### src/rtl/reg_bank_write_arbiter_if.sv
// Write-request bus between requesters and reg_bank_write_arbiter, plus the
// bank-side En/D lines it drives.
interface reg_bank_write_arbiter_if #(
  parameter int unsigned N    = 8,
  parameter int unsigned NREG = 4,
  parameter int unsigned AW   = 2,
  parameter int unsigned NREQ = 4
);
  logic [NREQ-1:0]    Req;
  logic [NREQ*AW-1:0] ReqAddr;
  logic [NREQ*N-1:0]  ReqData;
  logic [NREQ-1:0]    Lock;
  logic [NREQ-1:0]    Gnt;
  logic [NREQ-1:0]    Ack;
  logic               AddrErr;
  logic [NREG-1:0]    RegEn;
  logic [N-1:0]       RegD;
  logic               Busy;

  modport master (
    output Req, ReqAddr, ReqData, Lock,
    input  Gnt, Ack, AddrErr, RegEn, RegD, Busy
  );

  modport slave (
    input  Req, ReqAddr, ReqData, Lock,
    output Gnt, Ack, AddrErr, RegEn, RegD, Busy
  );
endinterface

### src/rtl/reg_bank_write_arbiter.sv
// Round-robin write arbiter/sequencer for a bank of nBitDRegister cells.
// Optional lock bursts (up to 4 writes per grant) enabled by REG_ARB_LOCK_EN.
module reg_bank_write_arbiter #(
  parameter int unsigned N    = 8,
  parameter int unsigned NREG = 4,
  parameter int unsigned AW   = 2,
  parameter int unsigned NREQ = 4
) (
  input logic                     Clk,
  input logic                     R,
  reg_bank_write_arbiter_if.slave bus
);

  localparam int unsigned WW = (NREQ > 1) ? $clog2(NREQ) : 1;

  typedef enum logic {
    IDLE,
    WRITE
  } state_t;

  state_t         state;
  logic           armed;
  logic [WW-1:0]  last_w;
  logic [WW-1:0]  cur_w;
  logic [AW-1:0]  cap_addr;
  logic [N-1:0]   cap_data;
  logic           addr_bad;

  logic           rr_found;
  logic [WW-1:0]  rr_w;
  logic [WW-1:0]  sel_w;
  logic [AW-1:0]  sel_addr;
  logic [N-1:0]   sel_data;

`ifdef REG_ARB_LOCK_EN
  logic [1:0]     burst_cnt;
`else
  logic           unused_lock;
  assign unused_lock = ^bus.Lock;
`endif

  assign addr_bad = (32'(cap_addr) >= NREG);

  // Search starts one past the last winner so every requester gets a turn.
  always_comb begin
    logic [WW-1:0] idx;
    rr_found = 1'b0;
    rr_w     = '0;
    idx      = '0;
    for (int unsigned k = 1; k <= NREQ; k++) begin
      idx = WW'((32'(last_w) + k) % NREQ);
      if (!rr_found && bus.Req[idx]) begin
        rr_found = 1'b1;
        rr_w     = idx;
      end
    end
  end

  // In WRITE the only capture is a lock continuation from the current owner.
  assign sel_w = (state == WRITE) ? cur_w : rr_w;

  always_comb begin
    sel_addr = '0;
    sel_data = '0;
    for (int unsigned i = 0; i < NREQ; i++) begin
      if (sel_w == WW'(i)) begin
        sel_addr = bus.ReqAddr[i*AW +: AW];
        sel_data = bus.ReqData[i*N +: N];
      end
    end
  end

  always_ff @(posedge Clk or negedge R) begin
    if (!R) begin
      state       <= IDLE;
      armed       <= 1'b0;
      last_w      <= WW'(NREQ - 1);
      cur_w       <= '0;
      cap_addr    <= '0;
      cap_data    <= '0;
      bus.Gnt     <= '0;
      bus.Ack     <= '0;
      bus.AddrErr <= 1'b0;
      bus.Busy    <= 1'b0;
`ifdef REG_ARB_LOCK_EN
      burst_cnt   <= '0;
`endif
    end else begin
      armed       <= 1'b1;
      bus.Ack     <= '0;
      bus.AddrErr <= 1'b0;
      case (state)
        IDLE: begin
          if (armed && rr_found) begin
            state    <= WRITE;
            bus.Busy <= 1'b1;
            cur_w    <= rr_w;
            last_w   <= rr_w;
            cap_addr <= sel_addr;
            cap_data <= sel_data;
            bus.Gnt  <= NREQ'(1) << rr_w;
`ifdef REG_ARB_LOCK_EN
            burst_cnt <= '0;
`endif
          end
        end
        WRITE: begin
          bus.Ack     <= bus.Gnt;
          bus.AddrErr <= addr_bad;
`ifdef REG_ARB_LOCK_EN
          if (bus.Lock[cur_w] && bus.Req[cur_w] && (burst_cnt != 2'd3)) begin
            cap_addr  <= sel_addr;
            cap_data  <= sel_data;
            burst_cnt <= burst_cnt + 2'd1;
          end else begin
            state    <= IDLE;
            bus.Gnt  <= '0;
            bus.Busy <= 1'b0;
          end
`else
          state    <= IDLE;
          bus.Gnt  <= '0;
          bus.Busy <= 1'b0;
`endif
        end
        default: state <= IDLE;
      endcase
    end
  end

  // Launched on the falling edge so En is settled before the gated clock rises.
  always_ff @(negedge Clk or negedge R) begin
    if (!R) begin
      bus.RegEn <= '0;
      bus.RegD  <= '0;
    end else if (state == WRITE) begin
      bus.RegEn <= addr_bad ? '0 : (NREG'(1) << cap_addr);
      bus.RegD  <= cap_data;
    end else begin
      bus.RegEn <= '0;
    end
  end

endmodule

### src/flat_wrapper.sv
// flat-port wrapper written by rule: the top's interface ports become plain ports
module reg_bank_write_arbiter_flat 
#(
  parameter int unsigned N    = 8,
  parameter int unsigned NREG = 4,
  parameter int unsigned AW   = 2,
  parameter int unsigned NREQ = 4
)
  (Clk, R, bus_Req, bus_ReqAddr, bus_ReqData, bus_Lock, bus_Gnt, bus_Ack, bus_AddrErr, bus_RegEn, bus_RegD, bus_Busy);
  reg_bank_write_arbiter_if #(.N(N), .NREG(NREG), .AW(AW), .NREQ(NREQ)) bus_i ();
  input logic Clk;
  input logic R;
  input wire logic [$bits(bus_i.Req)-1:0] bus_Req;
  input wire logic [$bits(bus_i.ReqAddr)-1:0] bus_ReqAddr;
  input wire logic [$bits(bus_i.ReqData)-1:0] bus_ReqData;
  input wire logic [$bits(bus_i.Lock)-1:0] bus_Lock;
  output wire logic [$bits(bus_i.Gnt)-1:0] bus_Gnt;
  output wire logic [$bits(bus_i.Ack)-1:0] bus_Ack;
  output wire logic [$bits(bus_i.AddrErr)-1:0] bus_AddrErr;
  output wire logic [$bits(bus_i.RegEn)-1:0] bus_RegEn;
  output wire logic [$bits(bus_i.RegD)-1:0] bus_RegD;
  output wire logic [$bits(bus_i.Busy)-1:0] bus_Busy;
  assign bus_i.Req = bus_Req;
  assign bus_i.ReqAddr = bus_ReqAddr;
  assign bus_i.ReqData = bus_ReqData;
  assign bus_i.Lock = bus_Lock;
  assign bus_Gnt = bus_i.Gnt;
  assign bus_Ack = bus_i.Ack;
  assign bus_AddrErr = bus_i.AddrErr;
  assign bus_RegEn = bus_i.RegEn;
  assign bus_RegD = bus_i.RegD;
  assign bus_Busy = bus_i.Busy;
  reg_bank_write_arbiter #(.N(N), .NREG(NREG), .AW(AW), .NREQ(NREQ)) u_core (.Clk(Clk), .R(R), .bus(bus_i));
endmodule
### config.mk
export PLATFORM = sky130hd
export DESIGN_NAME = reg_bank_write_arbiter_flat
export DESIGN_NICKNAME = d
export VERILOG_FILES = /design/src/rtl/reg_bank_write_arbiter_if.sv /design/src/rtl/reg_bank_write_arbiter.sv /design/src/flat_wrapper.sv
export SDC_FILE = /design/constraint.sdc
export NUM_CORES = 1
export LEC_CHECK = 0
export ABC_CLOCK_PERIOD_IN_PS = 2900
export CAP_MARGIN = 0
export CORE_MARGIN = 4
export CORE_UTILIZATION = 47
export CTS_CLUSTER_DIAMETER = 50
export DETAILED_ROUTE_END_ITERATION = 10
export PLACE_DENSITY = 0.92
export SYNTH_ARGS = -nofsm -noshare
export SYNTH_HDL_FRONTEND = slang
export SYNTH_SLANG_ARGS = --single-unit
### constraint.sdc
create_clock -name Clk -period 2.9 [get_ports Clk]
set_input_delay 0.435 -clock Clk [delete_from_list [all_inputs] [get_ports Clk]]
set_output_delay 0.435 -clock Clk [all_outputs]
set_load 0.01 [all_outputs]
==> reports/metrics.csv, run 1 <==
metric,value,unit
grt_setup_unrepaired,false,
irDropWorstVdd,0.326,mV
fp.dieW,71.6,um
postSynthCellCount,186,
setup.worst_path.class,reg -> out,
finClkSkew,0.00762,ns
grt_first_pass_wirelength,8.31,mm
setup-violations-final,0,
maxCapViolCount,0,
final_common_cell,clkdlybuf4s50_1,
grt_start_max_net_pins,37,
h-tree-depth,2,
path_buf_inv,1,
coreArea,0.00377,mm2
io-pin-count,72,
area_delta_synth_final,42.1,%
ys.flop_type,dfrtp_1,
synth.cell_area,0.00190,mm2
ys_seq_area_share,47.6,%
ys_warn_count,0,
dr_total_vias,1731,
slew_headroom,47.0,%
syn_area_per_cell,10.2,um2
firstDrtPassIters,4,
cts_setup_buffers,0,
wire_per_inst,17.0,um
cp-start-kind,flip-flop,
tightest_slew,0.792,ns
synth_edf_count,0,
die_h,71.6,um
grt_busiest_layer,met2,
numCtsBuffers,5,
dp_hpwl,3.70,mm
clk_latency,0.30,ns
grt_overflow,0,
gr-usage-met2,33.4,%
gr-usage-met1,27.2,%
ys_types,37,
antenna_found_initial,0,
use_met3,5.33,%
tritoncts,built,
track_usage,21.2,%
io_buffers,66,
cts_max_path_buffers,2,
hold_buffers,0,
clk_pin_slew,0.05,ns
drtIter0Drc,233,
grt_pass1_vias,1761,
dieArea,0.00512,mm2
via_per_inst,5.83,
slew_violations,0,
setup_tns,0,ns
outcome,completed,
critical_path_arrival,2.43,ns
dp.cells,289,
drc,0,
leakagePower,1.16,nW
synthesis.nets,236,
cts.sinks,36,
place.gp.congestion,0.833,
cp_slowest_cell,dfrtn_1,
hold_viol,0,
cp_data_required_time,2.47,ns
netlist.area_leader.share,29.0,%
synth_area_leaders,"dfrtp_1 (29%), dfrtn_1 (16%), mux2_2 (4.7%), a311oi_1 (4.6%), a221oi_2 (4.0%)",
synth_top_area_cell,dfrtp_1,
nets,298,
final_cell_mix,"clkdlybuf4s50_1 (54), dfrtp_1 (22), nand2_1 (14)",
async_flop_share,100,%
ys_ff_latch,36,
crit_family,flip-flops,
wirelength,5.06,mm
root_buffer,clkbuf_8,
layout.cells.non_filler,297,
ant_nets,0,
setup_ws,0.0392,ns
diodes,0,
initial_core_util,50.4,%
setup.worst_path.end_class,primary output,
path_max_fanout,2,
pre_cts_ws,0.0748,ns
min_path_type,reg -> reg,
rows,22,
path_cells,dlygate4sd2_1,
post_route_cells_drive_above_1_share,13.7,%
p_per_area,674,mW/mm2
crit_path_max_incr_delay,0.41,ns
-- flip-flops by register name, summed over array words and instances, names as in the netlist --
name              count
u_core.cap_data       8
u_core.state          1
u_core.cur_w          1
u_core.bus.RegD       8
u_core.last_w         2
u_core.bus.RegEn      4
u_core.bus.Busy       1
u_core.armed          1
u_core.cap_addr       2
u_core.bus.Gnt        4
u_core.bus.Ack        4
-- Yosys cell counts (5+ instances only) --
cell      count
and2_1        5
a311oi_1     10
a221oi_2      5
nand2_1      14
mux2_2        8
dfrtp_1      22
nand3_1      11
clkbuf_1     13
o211ai_1     10
dfrtn_1      12
and3_1       12
nor2_1       11
nand4_1      10
a221oi_1      5
-- logic make-up after synthesis --
group,share of synthesized area (%)
buffers and inverters,5.53
AOI/OAI and AO/OA,19.6
muxes,5.27
and+or+nand+nor,21.6
other,0.395
DFF,47.6
-- final timing paths --
path / slack (ns) / from / depth (start not counted) / end
min in group asynchronous: 0.51 / R / 2 / u_core.cap_addr[0]
hold reg to reg: 0.45 / u_core.bus.RegD[6] / 1 / u_core.bus.RegD[6]
setup / recovery: 0.04 / u_core.bus.RegD[1] / 1 / bus_RegD[1]
hold / removal: 0.45 / u_core.bus.RegD[6] / 1 / u_core.bus.RegD[6]
max in group asynchronous: 0.85 / R / 2 / u_core.bus.RegD[2]
setup reg to reg: 0.21 / u_core.state / 1 / u_core.bus.RegD[1]
-- through the flow --
step / total power [mW] / hold WS, ns / util [%] / cell area (um2)
5_1_grt: 1.92 / 0.472 / 71.6 / 2700
3_5_place_dp: 1.44 / 0.456 / 69.1 / 2610
2_1_floorplan: 1.12 / 0.139 / - / 1900
3_3_place_gp: 1.42 / 0.448 / 69.1 / 2610
6_report: 1.82 / 0.447 / 71.6 / 2700
4_1_cts: 1.83 / 0.451 / 71.5 / 2700
-- report_power, final --
group          internal [mW]  switching (mW)
clock                  0.255           0.176
combinational          0.327           0.301
sequential             0.661           0.100
-- layer usage --
layer,vias up,routed length [um],part of all wire (%)
met5,-,0,0
met4,0,94,1.9
met3,11,446,8.8
met2,85,2500,49
met1,805,2020,40
li1,830,-,-
-- timing repair --
action / CTS / global route
endpoints found under the setup margin: 12 / 1
resized for setup: 12 / 1
pin swaps: 0 / 0
-- final cells by class --
cell class,count,area [um2]
Tap cell,48,60.1
Multi-Input combinational cell,128,891
Timing Repair Buffer,75,727
Clock buffer,6,72.6
Clock inverter,2,35.0
Fill cell,265,1070
Inverter,2,10.0
Sequential cell,36,903
No activity file was read; power rests on OpenSTA's default activity.
==> inputs of run 2 (changes only) <==
--- a/config.mk
+++ b/config.mk
@@ -6,12 +6,11 @@
 export NUM_CORES = 1
 export LEC_CHECK = 0
 export ABC_CLOCK_PERIOD_IN_PS = 2900
-export CAP_MARGIN = 0
 export CORE_MARGIN = 4
-export CORE_UTILIZATION = 47
+export CORE_UTILIZATION = 45
 export CTS_CLUSTER_DIAMETER = 50
 export DETAILED_ROUTE_END_ITERATION = 10
-export PLACE_DENSITY = 0.92
+export PLACE_DENSITY = 0.89
 export SYNTH_ARGS = -nofsm -noshare
 export SYNTH_HDL_FRONTEND = slang
 export SYNTH_SLANG_ARGS = --single-unit
==> reports/metrics.csv, run 2 (same netlist as run 1, synthesis figures left out) <==
metric,value,unit,change
drtIter0Drc,171,,-27%
clk_pin_slew,0.05,ns,about the same
path_buf_inv,1,,unchanged
track_usage,21.0,%,-0.21 points
crit_family,flip-flops,,
io_buffers,66,,unchanged
finClkSkew,0.00776,ns,+0.000135 ns
outcome,completed,,
diodes,0,,unchanged
grt_overflow,0,,unchanged
grt_setup_unrepaired,false,,
worstHoldStart,u_core.bus.RegD[4],,
path_max_fanout,2,,unchanged
crit_path_max_incr_delay,0.40,ns,about the same
critical_path_arrival,2.42,ns,about the same
grt_start_max_net_pins,37,,unchanged
holdPathStages,1,,unchanged
hold_viol,0,,unchanged
ant_nets,0,,unchanged
dieArea,0.00532,mm2,+3.9%
hold_buffers,0,,unchanged
grt_pass1_vias,1757,,-0.23%
slew_violations,0,,unchanged
irDropWorstVdd,0.266,mV,-18%
setup.worst_path.end_class,primary output,,
tritoncts,built,,
dp.cells,289,,unchanged
post_route_cells_drive_above_1_share,12.6,%,-1.1 points
setup.worst_path.class,reg -> out,,
tightest_slew,0.647,ns,-0.144 ns
firstDrtPassIters,4,,unchanged
rows,23,,+4.5%
drc,0,,unchanged
worstRegToRegCells,1,,unchanged
finalPower,1.75,mW,-3.8%
cp.depth,1,,unchanged
p_per_area,657,mW/mm2,-2.7%
place.gp.congestion,0.805,,-3.4%
setup-violations-final,0,,unchanged
cts_max_path_buffers,2,,unchanged
numCtsBuffers,5,,unchanged
fp.dieW,73.0,um,+1.9%
antenna_found_initial,0,,unchanged
coreArea,0.00403,mm2,+6.8%
layout.cells.non_filler,297,,unchanged
dp_hpwl,3.82,mm,+3.3%
nets,296,,-0.67%
grt_first_pass_wirelength,8.50,mm,+2.2%
io-pin-count,72,,unchanged
clk_latency,0.29,ns,about the same
setup_tns,0,ns,unchanged
h-tree-depth,2,,unchanged
nFillCells,314,,+18%
cts.sinks,36,,unchanged
path_cells,dlygate4sd2_1,,
initial_core_util,47.1,%,-3.2 points
reg2reg_from,u_core.state,,
worstReg2RegEnd,u_core.bus.RegD[5],,
die_h,73.0,um,+1.9%
final_common_cell,clkdlybuf4s50_1,,
min_to,u_core.bus.RegD[4],,
final_cell_mix,"clkdlybuf4s50_1 (54), dfrtp_1 (22), nand2_1 (14)",,
root_buffer,clkbuf_8,,
wire_per_inst,17.6,um,+3.6%
via_per_inst,6.03,,+3.5%
wirelength,5.24,mm,+3.6%
cp_data_required_time,2.47,ns,about the same
area_delta_synth_final,40.4,%,
cp_slowest_cell,dfrtn_1,,
leakagePower,1.14,nW,-1.5%
min_path_type,reg -> reg,,
slew_headroom,56.8,%,+9.8 points
top_regs,"u_core.bus.RegD (8), u_core.cap_data (8)",,
cp-start-kind,flip-flop,,
ff2ff_setup_slack,0.17,ns,-0.04 ns
maxCapViolCount,0,,unchanged
dr_total_vias,1791,,+3.5%
## run 2: cell type report
cell class | instances | area [um2] | area share [%]
sequential | 36 | 903 | 33.9
tap | 50 | 62.6 | 2.35
inverter | 2 | 10.0 | 0.375
timing repair buffer | 73 | 711 | 26.6
multi-input combinational | 128 | 891 | 33.4
clock buffer | 8 | 90.1 | 3.38
## run 2: power breakdown
group | internal (mW) | switching [mW] | leakage [nW] | total [mW]
combinational | 0.322 | 0.308 | 0.639 | 0.630
clock | 0.194 | 0.168 | 0.0455 | 0.361
sequential | 0.661 | 0.0989 | 0.455 | 0.760
total | 1.18 | 0.574 | 1.14 | 1.75
## run 2: timing repair
| action | in CTS | in global routing |
|---|---|---|
| endpoints found under the setup margin | 12 | 0 |
| resized for setup | 12 | 0 |
| endpoints found under the hold margin | 0 | 0 |
| setup buffers | 0 | 0 |
## run 2: routing by layer
metal / wire length, um / up-vias / part of all wire, % / global-route usage (%)
met5: 0 / - / 0 / 0
li1: - / 821 / - / -
met4: 73 / 0 / 1.4 / 7.99
met3: 577 / 7 / 11 / 6.34
met1: 2090 / 867 / 40 / 27.8
met2: 2500 / 96 / 48 / 32.3
## run 2: worst max-delay path by stage
stage / end / from
after CTS: bus_RegD[7] / u_core.bus.RegD[7]
after floorplan: u_core.bus.RegD[0] / u_core.state
after detailed placement: bus_RegD[7] / u_core.bus.RegD[7]
final: bus_RegD[7] / u_core.bus.RegD[7]
after global routing: bus_RegD[5] / u_core.bus.RegD[5]
after global placement: bus_RegD[2] / u_core.bus.RegD[2]
## run 2: stage by stage
stage	worst slack, ns	util (%)	hold WS [ns]	area [um2]
2_1_floorplan	0.233	-	0.139	1900
3_3_place_gp	0.0879	64.3	0.449	2590
3_5_place_dp	0.0815	64.3	0.454	2590
4_1_cts	0.0372	66.2	0.449	2670
5_1_grt	0.00367	66.2	0.469	2670
6_report	0.0419	66.2	0.445	2670
